<file path="config.mk">
export PLATFORM = sky130hd
export DESIGN_NAME = rf_write_arbiter
export DESIGN_NICKNAME = d
export VERILOG_FILES = /design/src/rtl/rf_write_arbiter.sv
export SDC_FILE = /design/constraint.sdc
export NUM_CORES = 1
export LEC_CHECK = 0
export ABC_AREA = 1
export BUFFER_PORTS_ARGS = -buffer_cell sky130_fd_sc_hd__buf_2
export CAP_MARGIN = 20
export CORE_MARGIN = 8
export CORE_UTILIZATION = 45
export CTS_CLUSTER_SIZE = 24
export DETAILED_ROUTE_END_ITERATION = 6
export GPL_TIMING_DRIVEN = 1
export PLACE_DENSITY = 0.85
export REMOVE_ABC_BUFFERS = 1
export SYNTH_ARGS = -nofsm -noshare
export SYNTH_HDL_FRONTEND = slang
export SYNTH_SLANG_ARGS = --single-unit
export TNS_END_PERCENT = 5
</file>
<file path="constraint.sdc">
create_clock -name clk -period 2.4 [get_ports clk]
set_input_delay 0.36 -clock clk [delete_from_list [all_inputs] [get_ports clk]]
set_output_delay 0.36 -clock clk [all_outputs]
set_load 0.03 [all_outputs]
</file>
<file path="src/rtl/rf_write_arbiter.sv">
// Round-robin write arbiter, one-hot read decoder and optional clear sweep for
// an 8-entry reg16 register file. Clear sweep is compiled in with `define RF_SWEEP_EN.
module rf_write_arbiter #(
  parameter int NREG = 8,
  parameter int W    = 16
) (
  input  logic            clk,
  input  logic            reset,
  input  logic            req0,
  input  logic            req1,
  input  logic [2:0]      wa0,
  input  logic [2:0]      wa1,
  input  logic [W-1:0]    wd0,
  input  logic [W-1:0]    wd1,
  output logic            gnt0,
  output logic            gnt1,
  input  logic            clr,
  input  logic [2:0]      ra_a,
  input  logic [2:0]      ra_b,
  input  logic            rd_en,
  output logic [NREG-1:0] ld,
  output logic [W-1:0]    Din,
  output logic [NREG-1:0] oeA,
  output logic [NREG-1:0] oeB,
  output logic            busy
);
  localparam logic [NREG-1:0] ONE_HOT0 = NREG'(1);

  logic            gnt0_q, gnt0_d, gnt1_q, gnt1_d;
  logic            rr_q, rr_d;
  logic [NREG-1:0] ld_q, ld_d;
  logic [W-1:0]    din_q, din_d;
  logic            elig0, elig1, arb_en;

`ifdef RF_SWEEP_EN
  localparam logic [0:0] IDLE  = 1'b0;
  localparam logic [0:0] SWEEP = 1'b1;

  logic [0:0] state_q, state_d;
  logic [2:0] cnt_q, cnt_d;
  logic       busy_q, busy_d;

  // busy covers both the pending cycle and the sweep itself
  assign arb_en = ~busy_q;
  assign busy   = busy_q;
`else
  logic unused_clr;
  assign unused_clr = clr;
  assign arb_en     = 1'b1;
  assign busy       = 1'b0;
`endif

  // A port granted this cycle is masked so it cannot be granted twice in a row
  assign elig0 = req0 & ~gnt0_q;
  assign elig1 = req1 & ~gnt1_q;

  always_comb begin
    gnt0_d = arb_en & elig0 & (~elig1 | ~rr_q);
    gnt1_d = arb_en & elig1 & (~elig0 | rr_q);
    rr_d   = rr_q;
    ld_d   = '0;
    din_d  = '0;
    if (gnt0_d) begin
      ld_d  = ONE_HOT0 << wa0;
      din_d = wd0;
      rr_d  = 1'b1;
    end else if (gnt1_d) begin
      ld_d  = ONE_HOT0 << wa1;
      din_d = wd1;
      rr_d  = 1'b0;
    end else begin
      ld_d  = '0;
      din_d = '0;
    end
`ifdef RF_SWEEP_EN
    state_d = state_q;
    cnt_d   = cnt_q;
    busy_d  = busy_q;
    case (state_q)
      IDLE: begin
        if (busy_q) begin
          state_d = SWEEP;
          cnt_d   = 3'd0;
          ld_d    = ONE_HOT0;
        end else if (clr) begin
          busy_d = 1'b1;
        end else begin
          busy_d = 1'b0;
        end
      end
      SWEEP: begin
        if (cnt_q == 3'd7) begin
          state_d = IDLE;
          cnt_d   = 3'd0;
          busy_d  = 1'b0;
        end else begin
          cnt_d = cnt_q + 3'd1;
          ld_d  = ONE_HOT0 << cnt_d;
        end
      end
      default: begin
        state_d = IDLE;
        cnt_d   = 3'd0;
        busy_d  = 1'b0;
      end
    endcase
`endif
  end

  always_ff @(posedge clk or posedge reset) begin
    if (reset) begin
      gnt0_q <= 1'b0;
      gnt1_q <= 1'b0;
      rr_q   <= 1'b0;
      ld_q   <= '0;
      din_q  <= '0;
    end else begin
      gnt0_q <= gnt0_d;
      gnt1_q <= gnt1_d;
      rr_q   <= rr_d;
      ld_q   <= ld_d;
      din_q  <= din_d;
    end
  end

`ifdef RF_SWEEP_EN
  always_ff @(posedge clk or posedge reset) begin
    if (reset) begin
      state_q <= IDLE;
      cnt_q   <= 3'd0;
      busy_q  <= 1'b0;
    end else begin
      state_q <= state_d;
      cnt_q   <= cnt_d;
      busy_q  <= busy_d;
    end
  end
`endif

  assign gnt0 = gnt0_q;
  assign gnt1 = gnt1_q;
  assign ld   = ld_q;
  assign Din  = din_q;

  // Read decode is independent of the write FSM
  assign oeA = rd_en ? (ONE_HOT0 << ra_a) : '0;
  assign oeB = rd_en ? (ONE_HOT0 << ra_b) : '0;

endmodule

</file>
==> run summary, run 1 <==
The final number of hold-violating endpoints was 0; the floorplan die area was 5220 µm². For this design the ratio of total power to cell area is 617 nW/µm². After routing the design area is 1890 µm².

In the synthesized netlist the dominant register cell turns out to be sky130_fd_sc_hd__dfrtp_1. The total buffers and inverters traversed by the critical path works out to 1. In this run the tool buffered the top-level ports with 90 buffer cells. TritonCTS built the clock tree. The delay of the slowest critical-path stage is 0.48 ns. In this run the remaining antenna-violating nets after routing total 0.

The depth of the CTS H-tree is 1. Timing would allow up to 0.718 GHz. The logs give 0 for the count of maximum capacitance violations and 0.000705 ns for the final clock skew. Measured against its own limit, the worst slew margin works out to 63.9%. After Yosys synthesis, XOR and XNOR cells account for 0% of the synthesized area. At the pin with the least slew margin, the transition time is 0.541 ns. The die boundary width is 72.3 µm, and the number of standard-cell rows in the floorplan is 20. The tools report the area of the multi-input gates as 616 µm².

The path class of the lowest-slack min-delay path is in2async. The root buffer cell was sky130_fd_sc_hd__clkbuf_4. The worst register-to-register path begins at gnt0.

The endpoint identified for the worst register-to-register timing path is ld[0]. Setup violations remaining at the end of the flow were counted as 0. The post-synthesis cell type count came out at 15. The sum of net half-perimeters after detailed placement came out at 2950 µm. Summed over all layers, the global routing overflow is 0.

Cell with the largest stage delay on the worst path: sky130_fd_sc_hd__dfrtp_1. The count of unresolved DRC violations after routing was 0. For the worst setup path, the data required time is 2.04 ns. The global-route total usage across every layer was 14.5%; the post-synthesis instance area was 1430 µm².

The clock drives 27 sinks. The design draws 1.17 mW. 93 I/O pins were placed. The post-synthesis share of cell area spent on full adders, half adders and majority gates is 0%.

In this run the standard cell core region covers 3030 µm². The maximum VDD drop is 0.000192 V. The cts-stage hold buffer count was 0; the final cycle utilization of the critical path was 58.0%.

The filler cells instantiated in the layout total 280. Entering global routing, the biggest net connects 28 pins. The initial standard-cell utilization of the core came out at 47.1%.

The run finished with clean final reports. Setup repair after global routing left no endpoint under its margin. For the worst flop-to-flop path, the logic depth is 3. The detailed router finished its first iteration with 79 violations. The area share of the leading cell type in the synthesized netlist was 47.4%; the initial antenna violation count was 0. The vertical extent of the die was 72.3 µm; the share of layout cells above drive strength 1 was 37.6%. The signal on the critical path passes through buf_2. The first global-routing pass estimated 6230 µm of wire. Of all nets on the critical path, the largest fanout is 3.

Dominant delay contributor by cell family on the critical path: flip-flops. By area the synthesized netlist is led by sky130_fd_sc_hd__dfrtp_1 (47%), sky130_fd_sc_hd__nand3_1 (17%), sky130_fd_sc_hd__nand2_1 (12%). The final max-slew violation count came out at 0.

The logs give 676 µm² for the storage element area and 4 for the first-pass iteration count of the detailed router. Setup slack on the worst reg-to-reg path comes out at 1.20 ns. For the number of global-route vias before repair, the log shows 1,474. The number of cells on the critical path came out at 1. Summing all placed instances gives a cell area of 1870 µm². The clock reaches the later pin of the worst-skew pair after 0.30 ns. From synthesis to final layout, the design area changed by 32.9%. The logs give 3820 µm for the total wire length after detailed routing and 0 for the post-CTS repair timing setup buffer count. Dividing the detail-routed wire length by the instance count gives 12.1 µm.

Number of flops mapped to enable cells by yosys: 0. The area share of and/or/nand/nor cells after synthesis works out to 42.6%. The maximum root-to-sink buffer count is 2, and the time the worst path needs with I/O delays and setup is 1.39 ns.

The run gives 1.21 nW as the total leakage power. The number of warnings reported in the yosys synthesis log was 0; the diode insertion count for antenna repair was 0. The number of nets in the layout was 322; the post-synthesis cell count was 185.

The tools report the critical path endpoint category as an output port. The biggest area contributor in the post-synthesis netlist is sky130_fd_sc_hd__dfrtp_1. Multiplexer cells account for 0% of the synthesized area.

The worst setup path is launched from a flip-flop. The main combinational cell family by area after synthesis is simple AND/OR/NAND/NOR gates. Clock tree synthesis inserted a total of 3 buffers. sky130_fd_sc_hd__nand3_1 is the most common cell in the netlist. Clock-pin slew was measured on the worst setup and hold paths at 0.13 ns. The via total after detailed routing came out at 1,489.

Routability-driven placement finished with a final weighted congestion of 0.762. The critical path in this run is classified as reg2out. The total negative slack is 0 ns, and the synthesized-area fraction occupied by ao, oa, aoi and oai cells is 0.351%.

After synthesis the netlist holds a flip-flop and latch count of 27. The worst slack on hold paths is 0.0762 ns. After synthesis, flip-flops and latches occupy 47.4% of the total area. The data arrival time of the critical path was 1.03 ns. The share of synthesized registers carrying an async set or reset works out to 100%. Dividing the detail-routed via count by the number of cells gives 4.73. By count the netlist is led by sky130_fd_sc_hd__nand3_1 (48), sky130_fd_sc_hd__nand2_1 (45), sky130_fd_sc_hd__nor2_1 (32), sky130_fd_sc_hd__dfrtp_1 (27), sky130_fd_sc_hd__inv_1 (13). The post-cts sizing count is 0. The post-synthesis average cell area came out at 7.70 µm².
-- worst max path at each step --
stage                  end  slack (ns)    start
floorplan           oeA[0]        1.14  ra_a[2]
global placement     ld[0]        1.13     req0
detailed placement  oeA[4]        1.12    rd_en
CTS                   gnt1        0.99     gnt1
global route          gnt1        0.95     gnt1
finish                gnt1        1.01     gnt1
-- layout by cell type (no fill, tap or decap), drive strengths merged --
cell,instances
buf,91
nand3,48
nand2,45
nor2,34
dfrtp,27
inv,17
clkbuf,4
nand3b,2
and2,1
o21ai,1
conb,1
-- metrics by stage --
step           setup slack (ns)  instances  utilization (%)
3_5_place_dp               1.12        311             61.7
2_1_floorplan              1.14        176                -
3_3_place_gp               1.13        311             61.7
5_1_grt                   0.953        315             62.6
6_report                   1.01        315             62.6
4_1_cts                   0.986        315             62.6
-- metal layers --
metal / global-route usage [%] / vias to the layer above / share of wire, %
li1: - / 755 / -
met1: 15.1 / 657 / 38
met2: 25.9 / 75 / 47
met3: 5.37 / 2 / 13
met4: 5.44 / 0 / 0.89
met5: 0 / - / 0
-- area by class of cell --
| cell class | count | share of cell area, % |
|---|---|---|
| inverter | 17 | 3.37 |
| sequential | 27 | 35.7 |
| tap | 44 | 2.91 |
| timing repair buffer | 91 | 24.2 |
| clock buffer | 4 | 1.39 |
| multi-input combinational | 132 | 32.5 |
-- worst register-to-register path: cells and delay by family (launching register included) --
kind / cells / cell delay [ns]
and+or+nand+nor: 3 / 0.70
DFF: 1 / 0.44
-- power by group --
part / internal [mW] / leakage, nW / total, mW / switching (mW)
clock: 0.0648 / 0.0150 / 0.181 / 0.117
sequential: 0.515 / 0.352 / 0.540 / 0.0250
combinational: 0.132 / 0.845 / 0.448 / 0.316
total: 0.711 / 1.21 / 1.17 / 0.458
-- state kept, by name, summed over array words and instances, names as in the netlist --
signal	flops
gnt1	1
rr_q	1
Din	16
ld	8
gnt0	1
-- cells by family (layout without fill, tap and decap cells) --
logic type / count (synthesis) / count (layout)
and+or+nand+nor: 130 / 130
DFF: 27 / 27
buffers and inverters: 26 / 112
AOI/OAI and AO/OA: 1 / 1
other: 1 / 1
(Power assumes the default switching activity.)
==> run 2, diff against run 1 <==
- ABC_AREA: 1 -> 0
- CORE_UTILIZATION: 45 -> 35
- PLACE_DENSITY: 0.85 -> 0.76
- clock period: 2.4 -> 1.25 ns (I/O delays scaled with it)
==> run 2 against run 1 <==
  * Setup slack worse by 1.0 ns
  * Worst hold slack got worse by 0.0069 ns
  * Total power up 76%
  * Die area rose by 4.3%
  * Via count down 24%
  * Global-route usage fell by 2.4 points
  * Sequential share of layout area grew 2.8 points
  * Critical endpoint is now Din[13]
  * Routed wire length decreased by 11%
  * Core utilization fell by 8.9 points
  * Final cell count fell by 23%
  * Largest power group unchanged
  * Area after synthesis down 18%
  * Register-to-register slack got worse by 1.2 ns
==> run summary, run 2 <==
The number of I/O port buffers is 90 (unchanged), and the final clock skew is 0.00948 ns (+0.00878 ns). The post-synthesis average cell area is 11.6 µm² (+50%). The flip-flop count of the largest register, all copies and words added came out at 16 (unchanged).

Source-to-sink clock delay at the later pin of the worst-skew pair: 0.31 ns (about the same). The run gives 3 (unchanged) as the total clock buffers created by CTS. The number of nets in the layout was 247 (-23%). The share of cell area taken by muxes after synthesis works out to 0% (unchanged). The largest individual stage delay along the critical path comes from the cell sky130_fd_sc_hd__dfrtp_2. The worst slack on hold paths is 0.0693 ns (-0.00693 ns).

The area of the multi-input gates is 503 µm² (-18%), and the area added between synthesis and finish is 50.6%. For the post-CTS repair timing setup buffer count, the log shows 0 (unchanged). The delay of the slowest critical-path stage came out at 0.47 ns (about the same). The vertical extent of the die is 73.8 µm (+2.1%), and the first-pass iteration count of the detailed router is 4 (unchanged). The count of unresolved DRC violations after routing came out at 0 (unchanged). The run gives 1.45 ns (+0.42 ns) as the data arrival time of the critical path. The main combinational cell family by area after synthesis was compound AO/OA/AOI/OAI gates. The largest net degree at the start of global routing is 28 (unchanged), and the maximum clock frequency is 0.807 GHz. Via total after detailed routing: 1,138 (-24%). The critical path is of the reg2reg type. The run gives 0 (unchanged) as the final max-slew violation count. In the layout the commonest cells are sky130_fd_sc_hd__buf_2 (90), sky130_fd_sc_hd__dfrtp_1 (26), sky130_fd_sc_hd__a22o_1 (16). The final worst slack is 0.0115 ns (-0.996 ns). The logs give 0 (unchanged) for the final number of hold-violating endpoints and 35.6% (-11 points) for the initial standard-cell utilization of the core. The fraction of synthesized cell area in xor and xnor cells was 0% (unchanged). The post-synthesis cell count was 101 (-45%).

The share of synthesized area occupied by flip-flops and latches is 57.8% (+10 points), and the via density per instance is 4.70 (-0.52%). In the post-synthesis netlist, the biggest area contributors are sky130_fd_sc_hd__dfrtp_1 (58%), sky130_fd_sc_hd__a22o_1 (12%), sky130_fd_sc_hd__nand2b_1 (5.3%). The final cycle utilization of the critical path was 99.1%; the power density over the cells was 1170 nW/µm² (+90%).

The die boundary width was 73.8 µm (+2.1%); the total buffers and inverters traversed by the critical path was 2 (+1). The run gives 5450 µm² (+4.3%) as the floorplan die area. The most common cell in the synthesized netlist is sky130_fd_sc_hd__dfrtp_1. The final antenna-violating net count is 0 (unchanged), and the storage element area is 677 µm² (+0.19%). For the count of maximum capacitance violations, the log shows 0 (unchanged). The tools report the I/O pin count as 93 (unchanged). Leaving out fill and tap cells, the most frequent cell in the layout is sky130_fd_sc_hd__buf_2. The number of warnings reported in the yosys synthesis log is 0 (unchanged). The signal on the critical path passes through buf_4 > o21ai_4 > inv_4 > a22o_1. Setup repair after global routing could not meet its margin everywhere. The post-synthesis cell type count was 23 (+8).

For the number of global-route vias before repair, the log shows 1,275 (-14%). The tools report the type of element launching the critical path as a flip-flop. The cell sitting at the root of the clock tree is a sky130_fd_sc_hd__clkbuf_4. Placement-stage worst setup slack: -0.174 ns (-1.30 ns). The min-delay analysis places its worst path in the category in2reg. For the final estimated routing congestion in global placement, the log shows 0.754 (-1.0%).

The cell type with the largest total area after synthesis is sky130_fd_sc_hd__dfrtp_1. The routed wire length per instance came out at 14.1 µm (+16%). The diode insertion count for antenna repair is 0 (unchanged), and the maximum VDD drop is 0.000441 V (+130%).

The flow ran to the end, and the final reports show no timing, DRC or antenna violations. The clock transition at the register clock pins on the worst setup and hold paths after CTS came out at 0.14 ns (about the same). The synthesized-area fraction occupied by ao, oa, aoi and oai cells was 20.3% (+20 points); the critical path required time was 1.46 ns (-0.58 ns). The largest fanout on the critical path is 18 (+15), and the overflow left after global routing is 0 (unchanged).

For the sum of net half-perimeters after detailed placement, the log shows 2780 µm (-5.6%). The tools report the first-pass GRT wire length as 5170 µm (-17%). The share of synthesized registers carrying an async set or reset was 100% (unchanged); the depth of the CTS H-tree was 1 (unchanged). The share of layout cells above drive strength 1 came out at 56.6% (+19 points). Among cell families on the critical path, the largest total delay comes from flip-flops.

The number of synthesized register bits was 27 (unchanged). The run gives 0 (unchanged) as the initial antenna violation count. TritonCTS built the clock tree. The total leakage power was 0.975 nW (-20%).

The number of fillers in the final layout is 306 (+9.3%). Global-route total usage across every layer: 12.1% (-2.4 points). The total wire length after detailed routing was 3420 µm (-11%).

The register-to-register path setup slack was 0.01 ns (-1.19 ns); the area of the core region was 3280 µm² (+8.5%). The maximum root-to-sink buffer count is 2 (unchanged), and the clock sink count is 27 (unchanged). The run gives 33 (-58%) as the DRC violation total after the first TritonRoute iteration. The tools report the number of standard-cell rows in the floorplan as 21 (+5.0%).

After synthesis, the most frequently instantiated cells are sky130_fd_sc_hd__dfrtp_1 (27), sky130_fd_sc_hd__a22o_1 (16), sky130_fd_sc_hd__nor2_1 (12), sky130_fd_sc_hd__nand2b_1 (10), sky130_fd_sc_hd__nand2_1 (6). The area share of and/or/nand/nor cells after synthesis was 18.4% (-24 points). For the finished layout, the period the worst path requires is 1.24 ns. The final count of negative-setup-slack endpoints was 0 (unchanged); the post-route total power was 2.06 mW (+76%). For the post-synthesis instance area, the log shows 1170 µm² (-18%). The number of flops mapped to enable cells by yosys was 0 (unchanged). The area share of the leading cell type in the synthesized netlist works out to 57.8% (+10 points).

In the synthesized netlist the dominant register cell turns out to be sky130_fd_sc_hd__dfrtp_1. The critical path endpoint category was a flip-flop. Post-synthesis share of cell area spent on full adders, half adders and majority gates: 0% (unchanged).
-- run 2: power breakdown --
group / internal, mW / switching, mW
sequential: 0.967 / 0.0350
combinational: 0.252 / 0.447
clock: 0.120 / 0.240
total: 1.34 / 0.722
-- run 2: logic make-up after synthesis --
| family | count (synthesis) |
|---|---|
| AO/OA/AOI/OAI | 28 |
| flip-flops | 27 |
| buffers and inverters | 6 |
| AND/OR/NAND/NOR | 39 |
| other | 1 |
-- run 2: path summary, 6_finish.rpt --
path	to	startpoint	depth (start not counted)
worst max-delay path	Din[13]	rr_q	4
worst min-delay path	Din[8]	wd0[8]	2
worst max register to register	Din[13]	rr_q	4
worst min register to register	rr_q	rr_q	2
max in group asynchronous	rr_q	reset	4
min in group asynchronous	Din[3]	reset	4
-- run 2: what timing repair did --
item                                   CTS  global route
endpoints found under the hold margin   27             0
cloned                                   0             0
hold buffers                             1             0
resized for setup                        5             4
setup endpoints to repair               18            22
pin swaps                                0            12
-- run 2: metal layers --
metal  vias up  track usage [%]  wire length, µm
met5         -                0                0
met4         0             2.88                0
met3         0             7.78              576
met2        70             21.2             1610
met1       516             11.5             1230
li1        552                -                -
-- run 2: through the flow --
stage / instance area (µm²) / utilization (%) / TNS [ns] / std cells
5_1_grt: 1760 / 53.6 / -0.904 / 242
4_1_cts: 1730 / 52.7 / 0 / 242
3_5_place_dp: 1670 / 51.0 / -2.62 / 237
3_3_place_gp: 1670 / 51.0 / -2.35 / 237
2_1_floorplan: 1140 / - / -1.80 / 98
6_report: 1760 / 53.6 / 0 / 242
-- run 2: worst register-to-register path: cells and delay by family (launching register included) --
kind	cells	cell delay, ns
buf+inv	2	0.26
flops	1	0.47
compound gates	2	0.41
-- run 2: layout make-up --
cell class                 instances  area share [%]
inverter                           3           0.781
sequential                        27            38.4
tap                               46            3.27
clock buffer                       3            1.28
multi-input combinational         68            28.6
timing repair buffer              94            27.4
clock inverter                     1           0.284
==> run 3, diff against run 2 <==
- BUFFER_PORTS_ARGS: -buffer_cell sky130_fd_sc_hd__buf_2 -> unset
- CORE_UTILIZATION: 35 -> 54
- DONT_BUFFER_PORTS: unset -> 1
- PLACE_DENSITY: 0.76 -> 0.72
==> run 3 against run 2 <==
  * The run now ends with setup timing left
  * Register-to-register slack worse by 0.04 ns
  * Largest power group unchanged
  * Fmax fell by 3.0%
  * Final cell count down 23%
  * Clock-buffer cell count unchanged
  * Sequential share of layout area shrank 0.54 points
  * Total power increased by 0.23%
==> run summary, run 3 (synthesis gave the netlist of run 2 again) <==
For the area of the core region, the log shows 2130 µm² (-35%). The flip-flop count of the largest register, all copies and words added is 16 (unchanged). TritonCTS built the clock tree. For the post-route total power, the log shows 2.07 mW (+0.23%). The via density per instance was 5.79 (+23%); the met1 wire length was 1480 µm (+21%).

The run finished, with violations left. The first-pass GRT wire length is 6310 µm (+22%). The vertical extent of the die works out to 62.5 µm (-15%). The checks that failed: setup timing. The die boundary width is 62.5 µm (-15%). The worst slack on hold paths was 0.0183 ns (-0.0510 ns); the final worst slack was -0.0264 ns (-0.0379 ns). For the count of unresolved DRC violations after routing, the log shows 0 (unchanged). The largest fanout on the critical path was 5 (-13). The floorplan die area was 3910 µm² (-28%); the total leakage power was 0.823 nW (-16%). The run gives 0 (unchanged) as the initial antenna violation count. The sum of net half-perimeters after detailed placement came out at 2650 µm (-5.0%).

The run gives 4 (unchanged) as the first-pass iteration count of the detailed router. The final cycle utilization of the critical path came out at 102% (+3.0 points). The logs give 27 (unchanged) for the clock sink count and 4360 µm (+28%) for the total wire length after detailed routing. The depth of the CTS H-tree came out at 1 (unchanged).

The logs give 0 (unchanged) for the count of maximum capacitance violations and 0 (unchanged) for the overflow left after global routing. The power density over the cells is 1160 nW/µm² (-1.2%). The diode insertion count for antenna repair came out at 0 (unchanged).

The DRC violation total after the first TritonRoute iteration was 52 (+58%); the number of global-route vias before repair was 1,149 (-9.9%). The final antenna-violating net count is 0 (unchanged). The clock transition at the register clock pins on the worst setup and hold paths after CTS is 0.15 ns (about the same).

Root buffer cell: sky130_fd_sc_hd__clkbuf_4. The worst setup path is of the reg2reg kind. The final max-slew violation count came out at 0 (unchanged). The largest net degree at the start of global routing was 19 (-32%); the source-to-sink clock delay at the later pin of the worst-skew pair was 0.32 ns (about the same).

Number of standard-cell rows in the floorplan: 17 (-19%). The number of I/O port buffers was 0 (-100%); the I/O pin count was 93 (unchanged). The global-route total usage across every layer was 20.6% (+8.5 points). The most common cell after layout, fill and taps aside was sky130_fd_sc_hd__dlygate4sd3_1. The total clock buffers created by CTS came out at 3 (unchanged).

In this run the top signal layer used is met4. Type of element launching the critical path: a flip-flop. The final count of negative-setup-slack endpoints came out at 3 (+3). The area added between synthesis and finish came out at 52.7%. The final clock skew is 0.0125 ns (+0.00298 ns), and the maximum clock frequency is 0.783 GHz (-3.0%).

The routed wire length per instance was 23.3 µm (+65%). The maximum VDD drop is 0.000941 V (+110%). The time the worst path needs with I/O delays and setup is 1.28 ns (+0.0379 ns), and the number of fillers in the final layout is 115 (-62%).

The amount of wire on met3 after detailed routing was 560 µm (-2.8%). For the critical path required time, the log shows 1.47 ns (about the same). The data arrival time of the critical path was 1.50 ns (+0.05 ns). The number of nets in the layout came out at 210 (-15%). Setup repair after global routing could not meet its margin everywhere. Leaving out fill and tap cells, the most frequent cells in the layout are sky130_fd_sc_hd__dlygate4sd3_1 (34), sky130_fd_sc_hd__dfrtp_1 (26), sky130_fd_sc_hd__buf_4 (21). Path class of the lowest-slack min-delay path: in2reg. The share of layout cells above drive strength 1 is 25.2% (-31 points). The tools report the final estimated routing congestion in global placement as 0.833 (+11%). The tools report the maximum root-to-sink buffer count as 2 (unchanged). The run gives 2280 µm (+41%) as the detailed-routed wire length on met2.

The via total after detailed routing came out at 1,082 (-4.9%). The tools report the final number of hold-violating endpoints as 0 (unchanged). The tools report the initial standard-cell utilization of the core as 55.0% (+19 points). STA classifies the critical path endpoint as a flip-flop.
==> run 3: changes by cell type in the layout (fill, tap and decap cells not counted) <==
cell                            before  now
sky130_fd_sc_hd__buf_2              90    0
sky130_fd_sc_hd__dlygate4sd3_1       1   34
sky130_fd_sc_hd__buf_4               3   21
sky130_fd_sc_hd__buf_12              0    2
sky130_fd_sc_hd__o32ai_1             0    1
sky130_fd_sc_hd__o32ai_2             4    3
==> run 3: critical path: stages, from the launching register on <==
cell and delay [ns]:
sky130_fd_sc_hd__dfrtp_1 0.42, sky130_fd_sc_hd__nand2b_4 0.17, sky130_fd_sc_hd__or3b_4 0.44, sky130_fd_sc_hd__o32ai_1 0.14
==> run 3: timing repair <==
| item | 4_1_cts | 5_1_grt |
|---|---|---|
| pin swaps | 1 | 4 |
| endpoints found under the hold margin | 30 | 4 |
| setup buffers | 1 | 2 |
| setup endpoints to repair | 22 | 22 |
| gates resized for setup | 7 | 1 |
| hold buffers | 29 | 5 |
==> run 3: final timing paths <==
kind | from | endpoint | slack (ns) | depth (start not counted)
min reg2reg | rr_q | rr_q | 0.60 | 2
min | wd1[1] | Din[1] | 0.02 | 1
max reg2reg | gnt0 | ld[2] | -0.03 | 3
max | gnt0 | ld[2] | -0.03 | 3
min in group asynchronous | reset | ld[5] | 0.30 | 2
max in group asynchronous | reset | Din[10] | 0.49 | 3
==> run 3: routing by layer <==
| layer | global-route usage, % | vias up |
|---|---|---|
| met5 | 0 | - |
| met1 | 20.1 | 523 |
| met3 | 14.0 | 4 |
| met2 | 34.4 | 74 |
| met4 | 6.27 | 0 |
| li1 | - | 481 |
==> run 3: per-stage QoR <==
| step | instances | setup TNS [ns] | worst slack [ns] | area [µm²] | utilization [%] |
|---|---|---|---|---|---|
| after detailed placement | 146 | -2.02 | -0.148 | 1340 | 63.1 |
| after global placement | 146 | -1.39 | -0.0970 | 1340 | 63.1 |
| after floorplan | 98 | -1.80 | -0.0961 | 1140 | - |
| after CTS | 180 | -0.0307 | -0.0188 | 1700 | 80.0 |
| final | 187 | -0.0486 | -0.0264 | 1790 | 84.0 |
| after global routing | 187 | -0.299 | -0.0404 | 1790 | 84.0 |
==> run 3: where the power goes <==
| group | switching [mW] | internal (mW) | leakage [nW] | total (mW) |
|---|---|---|---|---|
| combinational | 0.248 | 0.249 | 0.455 | 0.496 |
| clock | 0.251 | 0.120 | 0.0177 | 0.371 |
| sequential | 0.231 | 0.968 | 0.350 | 1.20 |
| total | 0.730 | 1.34 | 0.823 | 2.07 |
==> run 3: final cells by class <==
| cell class | count | area, µm² | share of cell area, % |
|---|---|---|---|
| inverters | 3 | 13.8 | 0.770 |
| clock inverters | 1 | 5.00 | 0.280 |
| flip-flops and latches | 27 | 677 | 37.9 |
| multi-input cells | 68 | 495 | 27.7 |
| clock buffers | 3 | 22.5 | 1.26 |
| repair buffers | 57 | 538 | 30.1 |
| well taps | 28 | 35.0 | 1.96 |
